`config.mk`:
```
export PLATFORM = sky130hd
export DESIGN_NAME = alu_nbit_seq
export DESIGN_NICKNAME = d
export VERILOG_FILES = /design/src/rtl/alu_nbit_seq.sv
export SDC_FILE = /design/constraint.sdc
export NUM_CORES = 1
export LEC_CHECK = 0
export ABC_AREA = 1
export CAP_MARGIN = 20
export CORE_UTILIZATION = 40
export CTS_CLUSTER_SIZE = 16
export DETAILED_ROUTE_END_ITERATION = 10
export PLACE_DENSITY_LB_ADDON = 0.25
export SYNTH_ARGS = -nofsm -noshare
export SYNTH_HDL_FRONTEND = slang
export SYNTH_SLANG_ARGS = --single-unit
```
`constraint.sdc`:
```
create_clock -name clk_i -period 2.64 [get_ports clk_i]
set_input_delay 0.528 -clock clk_i [delete_from_list [all_inputs] [get_ports clk_i]]
set_output_delay 0.528 -clock clk_i [all_outputs]
set_load 0.1 [all_outputs]
```
`src/rtl/alu_nbit_seq.sv`:
```
// Handshaked W-bit ALU with persistent C/Z/N/V flag register, carry-chained add/sub,
// logical right shift and an iterative LSB-first shift-add multiplier.
module alu_nbit_seq #(
  parameter int unsigned W = 8,
  localparam int unsigned SW = $clog2(W)
) (
  input  logic         clk_i,
  input  logic         rst_ni,
  input  logic         in_valid_i,
  output logic         in_ready_o,
  input  logic [W-1:0] a_i,
  input  logic [W-1:0] b_i,
  input  logic [3:0]   opcode_i,
  output logic         out_valid_o,
  input  logic         out_ready_i,
  output logic [W-1:0] result_o,
  output logic         c_flag_o,
  output logic         z_flag_o,
  output logic         n_flag_o,
  output logic         v_flag_o,
  output logic         busy_o
);

  localparam int unsigned CW = $clog2(W + 1);

  typedef enum logic [1:0] {StIdle, StMul, StDone} state_e;

  state_e          state_q, state_d;
  logic [W-1:0]    result_q, result_d;
  logic            c_q, c_d, z_q, z_d, n_q, n_d, v_q, v_d;
  logic [2*W-1:0]  mcand_q, mcand_d;
  logic [W-1:0]    mplier_q, mplier_d;
  logic [2*W-1:0]  acc_q, acc_d;
  logic [CW-1:0]   cnt_q, cnt_d;

  logic            accept;
  logic [W-1:0]    bx;
  logic            cin;
  logic [W:0]      sum;
  logic [W:0]      shr_ext;
  logic [W-1:0]    alu_res;
  logic            alu_c, alu_v;
  logic [2*W-1:0]  acc_nxt;

  assign in_ready_o  = (state_q == StIdle) || ((state_q == StDone) && out_ready_i);
  assign accept      = in_valid_i && in_ready_o;
  assign out_valid_o = (state_q == StDone);
  assign busy_o      = (state_q == StMul);
  assign result_o    = result_q;
  assign c_flag_o    = c_q;
  assign z_flag_o    = z_q;
  assign n_flag_o    = n_q;
  assign v_flag_o    = v_q;

  // Shared adder: SUB/SBB invert B; ADC/SBB chain the stored carry.
  always_comb begin
    bx      = ((opcode_i == 4'd1) || (opcode_i == 4'd9)) ? ~b_i : b_i;
    cin     = (opcode_i == 4'd1) ? 1'b1 :
              ((opcode_i == 4'd8) || (opcode_i == 4'd9)) ? c_q : 1'b0;
    sum     = {1'b0, a_i} + {1'b0, bx} + {{W{1'b0}}, cin};
    // Extra LSB catches the last bit shifted out; zero when the amount is zero.
    shr_ext = {a_i, 1'b0} >> b_i[SW-1:0];
    alu_res = '0;
    alu_c   = 1'b0;
    alu_v   = 1'b0;
    case (opcode_i)
      4'd0, 4'd1, 4'd8, 4'd9: begin
        alu_res = sum[W-1:0];
        alu_c   = sum[W];
        alu_v   = (a_i[W-1] == bx[W-1]) && (sum[W-1] != a_i[W-1]);
      end
      4'd2: alu_res = a_i & b_i;
      4'd3: alu_res = a_i | b_i;
      4'd4: alu_res = a_i ^ b_i;
      4'd5: alu_res = (a_i > b_i) ? {{(W-1){1'b0}}, 1'b1} : '0;
      4'd6: begin
        alu_res = {a_i[W-2:0], 1'b0};
        alu_c   = a_i[W-1];
      end
      4'd7: begin
        alu_res = {b_i[W-2:0], 1'b0};
        alu_c   = b_i[W-1];
      end
      4'd10: begin
        alu_res = shr_ext[W:1];
        alu_c   = shr_ext[0];
      end
      default: ;
    endcase
  end

  assign acc_nxt = acc_q + (mplier_q[0] ? mcand_q : '0);

  always_comb begin
    state_d  = state_q;
    result_d = result_q;
    c_d      = c_q;
    z_d      = z_q;
    n_d      = n_q;
    v_d      = v_q;
    mcand_d  = mcand_q;
    mplier_d = mplier_q;
    acc_d    = acc_q;
    cnt_d    = cnt_q;
    case (state_q)
      StIdle, StDone: begin
        if (accept) begin
          if (opcode_i == 4'd11) begin
            state_d  = StMul;
            mcand_d  = {{W{1'b0}}, a_i};
            mplier_d = b_i;
            acc_d    = '0;
            cnt_d    = '0;
          end else begin
            state_d  = StDone;
            result_d = alu_res;
            c_d      = alu_c;
            z_d      = (alu_res == '0);
            n_d      = alu_res[W-1];
            v_d      = alu_v;
          end
        end else if ((state_q == StDone) && out_ready_i) begin
          state_d = StIdle;
        end
      end
      StMul: begin
        acc_d    = acc_nxt;
        mcand_d  = mcand_q << 1;
        mplier_d = mplier_q >> 1;
        cnt_d    = cnt_q + CW'(1);
        if (cnt_q == CW'(W - 1)) begin
          state_d  = StDone;
          result_d = acc_nxt[W-1:0];
          c_d      = |acc_nxt[2*W-1:W];
          z_d      = (acc_nxt[W-1:0] == '0);
          n_d      = acc_nxt[W-1];
          v_d      = 1'b0;
        end
      end
      default: state_d = StIdle;
    endcase
  end

  always_ff @(posedge clk_i or negedge rst_ni) begin
    if (!rst_ni) begin
      state_q  <= StIdle;
      result_q <= '0;
      c_q      <= 1'b0;
      z_q      <= 1'b0;
      n_q      <= 1'b0;
      v_q      <= 1'b0;
      mcand_q  <= '0;
      mplier_q <= '0;
      acc_q    <= '0;
      cnt_q    <= '0;
    end else begin
      state_q  <= state_d;
      result_q <= result_d;
      c_q      <= c_d;
      z_q      <= z_d;
      n_q      <= n_d;
      v_q      <= v_d;
      mcand_q  <= mcand_d;
      mplier_q <= mplier_d;
      acc_q    <= acc_d;
      cnt_q    <= cnt_d;
    end
  end

endmodule

```
==> results.sh <==
export IMPL_dpl_hpwl_mm=11.5
export IMPL_antennaDiodeCount=0
export IMPL_cp_max_fo=4
export IMPL_fin_nets=966
export IMPL_cts_inserted_buffers=9
export IMPL_slew_violations=0
export IMPL_finalHoldViolations=0
export IMPL_die_y_um=114
export IMPL_synth_top_area_share_pct=28.2
export IMPL_drtIter0Drc=243
export IMPL_port_buffer_count=38
export IMPL_first_pass_iters=5
export IMPL_swShare_pct=49.7
export IMPL_yosysUniqueCellTypes=35
export IMPL_r2r_setup_slack_ns=0.27
export IMPL_dieArea_mm2=0.0131
export IMPL_p_total_mw=7.18
export IMPL_avgSynthCellArea_um2=6.41
export IMPL_synthToLayoutAreaGrowth_pct=28.3
export IMPL_core_area_mm2=0.0122
export IMPL_grt_setup_unrepaired="yes"
export IMPL_status="finished, final reports clean"
export IMPL_worstPathArrival_ns=2.76
export IMPL_vias=5136
export IMPL_stdcell_area_mm2=0.00648
export IMPL_maxCapViolCount=0
export IMPL_cp_required_ns=2.89
export IMPL_ios=39
export IMPL_crit_path_top_delay_cell="fa_2"
export IMPL_endpoint_kind="flop"
export IMPL_max_stage_delay_ns=0.40
export IMPL_ctsLongestPathBuffers=2
export IMPL_setup_tns_ns=0
export IMPL_track_usage_pct=23.5
export IMPL_dpl_instance_area_mm2=0.00602
export IMPL_powerDensity_mw_per_mm2=1110
export IMPL_synth_warnings=0
export IMPL_worst_pin_slew_ns=0.627
export IMPL_synth_top_area_cell="dfrtp_1"
export IMPL_worst_path_most_repeated_cell="nor2_1"
export IMPL_die_x_um=114
export IMPL_internal_power_mw=3.61
export IMPL_worstPathCellList="dlygate4sd2_1 > inv_2 > nand2_4 > xor2_2 > fa_2 > fa_2 > nor2_1 > nor2_1 > nand2_1 > o21ai_0 > nor2_1 > nand2_1 > nor2_1 > nand2_1 > nor2_1 > nand3_1 > a21oi_1"
export IMPL_pwr_share_seq_pct=21.6
export IMPL_ant_nets=0
export IMPL_antenna_found_initial=0
export IMPL_grt_max_degree=30
export IMPL_synth_area_leaders="dfrtp_1 (28%), nand2_1 (19%), ha_1 (12%), inv_1 (8.4%), nor2_1 (6.5%)"
export IMPL_wl_per_cell_um=13.4
export IMPL_cp_start_kind="input pin"
export IMPL_finalWirelength_mm=14.2
export IMPL_clk_pin_slew_ns=0.05
export IMPL_row_count=40
export IMPL_drive_gt1_share_pct=16.0
export IMPL_grt_pass1_wl_mm=24.0
export IMPL_pwr_share_comb_pct=60.7
export IMPL_fin_cells=1064
export IMPL_p_sw_mw=3.57
export IMPL_gp_congestion=0.930
export IMPL_cts_tree="done"
export IMPL_cts_root_buffer="clkbuf_16"
export IMPL_ys_seq_elements=57
export IMPL_vdd_drop_max_v=0.000498
export IMPL_holdWs_ns=0.202
export IMPL_p_clk_share_pct=17.7
export IMPL_dp_cells=1042
export IMPL_min_path_type="in -> async"
export IMPL_grt_pass1_vias=5051
export IMPL_clkLatencyLatePin_ns=0.32
export IMPL_fmax_mhz=397
export IMPL_syn_inst=788
export IMPL_yosysSeqAreaShare_pct=28.2
export IMPL_p_leak_nw=3.55
export IMPL_initial_core_util_pct=41.5
export IMPL_cts_sinks=57
export IMPL_h_tree_depth=3
export IMPL_finalSetupViolCount=0
export IMPL_fill_cells=1262
export IMPL_max_slew_margin_rel_pct=58.2
export IMPL_synth_fp_nets=862
export IMPL_worstSetupPathType="in -> reg"
export IMPL_drc=0
export IMPL_synth_area_mm2=0.00505
export IMPL_period_needed_ns=2.52
export IMPL_fin_skew_ns=0.00469
export IMPL_vias_per_cell=4.83
export IMPL_min_period_over_period_pct=95.3
export IMPL_grt_overflow_total=0
## synth_stat cells
| cell | number |
|---|---|
| inv_2 | 6 |
| o21ai_1 | 2 |
| a22oi_1 | 1 |
| o22ai_1 | 22 |
| buf_4 | 1 |
| nand3b_1 | 4 |
| a21oi_1 | 34 |
| buf_6 | 1 |
| o21ai_0 | 35 |
| dfrtp_1 | 57 |
| clkinv_1 | 1 |
| o31ai_1 | 1 |
| xnor2_1 | 4 |
| clkbuf_1 | 6 |
| a21o_1 | 1 |
| nand4_1 | 5 |
| fa_1 | 3 |
| nor2_4 | 1 |
| a22o_1 | 3 |
| or2_0 | 1 |
| xor2_1 | 11 |
| and2_1 | 1 |
| nor2_2 | 2 |
| nor2_1 | 87 |
| buf_1 | 1 |
| nand2_1 | 260 |
| a31oi_1 | 7 |
| inv_1 | 113 |
| ha_1 | 47 |
| o211ai_1 | 2 |
| buf_2 | 8 |
| nor3_1 | 6 |
| nand3_1 | 48 |
| o41ai_1 | 1 |
| or2_2 | 5 |
## kinds of logic (layout without fill, tap and decap cells)
group | count (synthesis) | count (layout) | share of synthesized area [%]
simple gates | 420 | 420 | 33.7
flops | 57 | 57 | 28.2
xor+xnor | 15 | 15 | 2.60
buf+inv | 137 | 245 | 10.6
fa+ha+maj | 50 | 50 | 12.8
compound gates | 109 | 109 | 12.1
## worst paths after layout
| check | from | endpoint | cells after the start |
|---|---|---|---|
| worst max-delay path | opcode_i[2] | z_flag_o | 17 |
| worst min-delay path | rst_ni | acc_q[15] | 1 |
| worst max register to register | mplier_q[0] | c_flag_o | 14 |
| worst min register to register | v_flag_o | v_flag_o | 2 |
| max in group asynchronous | rst_ni | mplier_q[0] | 2 |
| min in group clk_i | v_flag_o | v_flag_o | 2 |
## flip-flops by register name, summed over array words and instances (netlist names)
register and cells:
z_flag_o 1, acc_q 16, mcand_q 16, c_flag_o 1, v_flag_o 1, state_q 2
result_o 8, cnt_q 4, mplier_q 8
## timing repair
item,in CTS,in global routing
setup buffers,6,1
endpoints found under the setup margin,11,9
pin swaps,8,11
gates resized for setup,15,23
hold buffers,0,0
## cell usage in the layout (no fill, tap or decap), types with 4 or more instances in the layout
cell type and count:
a21oi_1 33, xnor2_1 4, nand3b_1 4, nand2_2 4, a31oi_1 7, or2_2 5
ha_1 47, dfrtp_1 56, xor2_1 10, nor3_1 5, nand2_1 254, o21ai_0 33
nand4_1 5, nor2_2 6, nor2_1 82, inv_1 110, inv_2 9, buf_4 84
clkdlybuf4s50_1 17, nand3_1 45, o22ai_1 22, clkbuf_16 9
## metal layers
metal  vias to the layer above  routed length (um)  track usage, %  share of wire, %
met3                        27                 499            3.71               3.5
met5                         -                   0               0                 0
met4                         0                 426            9.35               3.0
met2                       117                6390            38.3                45
li1                       2712                   -               -                 -
met1                      2280                6890            31.3                48
## critical path, delay by kind of cell
family	cells	cell delay, ns
AO/OA/AOI/OAI	2	0.21
adder cells (fa/ha/maj)	2	0.79
AND/OR/NAND/NOR	10	0.74
buffers and inverters	2	0.33
XOR/XNOR	1	0.15
## area by class of cell
class / instances / area [um^2] / area share [%]
Inverter: 120 / 450 / 6.95
Sequential cell: 57 / 1430 / 22.0
Multi-Input combinational cell: 594 / 3180 / 49.0
Tap cell: 168 / 210 / 3.24
Clock buffer: 13 / 270 / 4.17
Timing Repair Buffer: 110 / 885 / 13.6
Clock inverter: 2 / 60.1 / 0.927
## through the flow
stage               setup slack, ns  util, %
global route                -0.0231     53.3
floorplan                   -0.0967        -
CTS                          0.0147     52.7
detailed placement           -0.656     49.5
finish                        0.124     53.3
global placement             -0.584     49.5
## power groups by stage
stage	combinational, mW	sequential, mW	clock (mW)
6_report	4.36	1.55	1.27
4_1_cts	4.34	1.54	1.29
2_1_floorplan	2.72	2.07	0
5_1_grt	4.91	1.60	1.33
3_3_place_gp	4.28	1.54	0
3_5_place_dp	4.30	1.55	0
(Power assumes the default switching activity.)
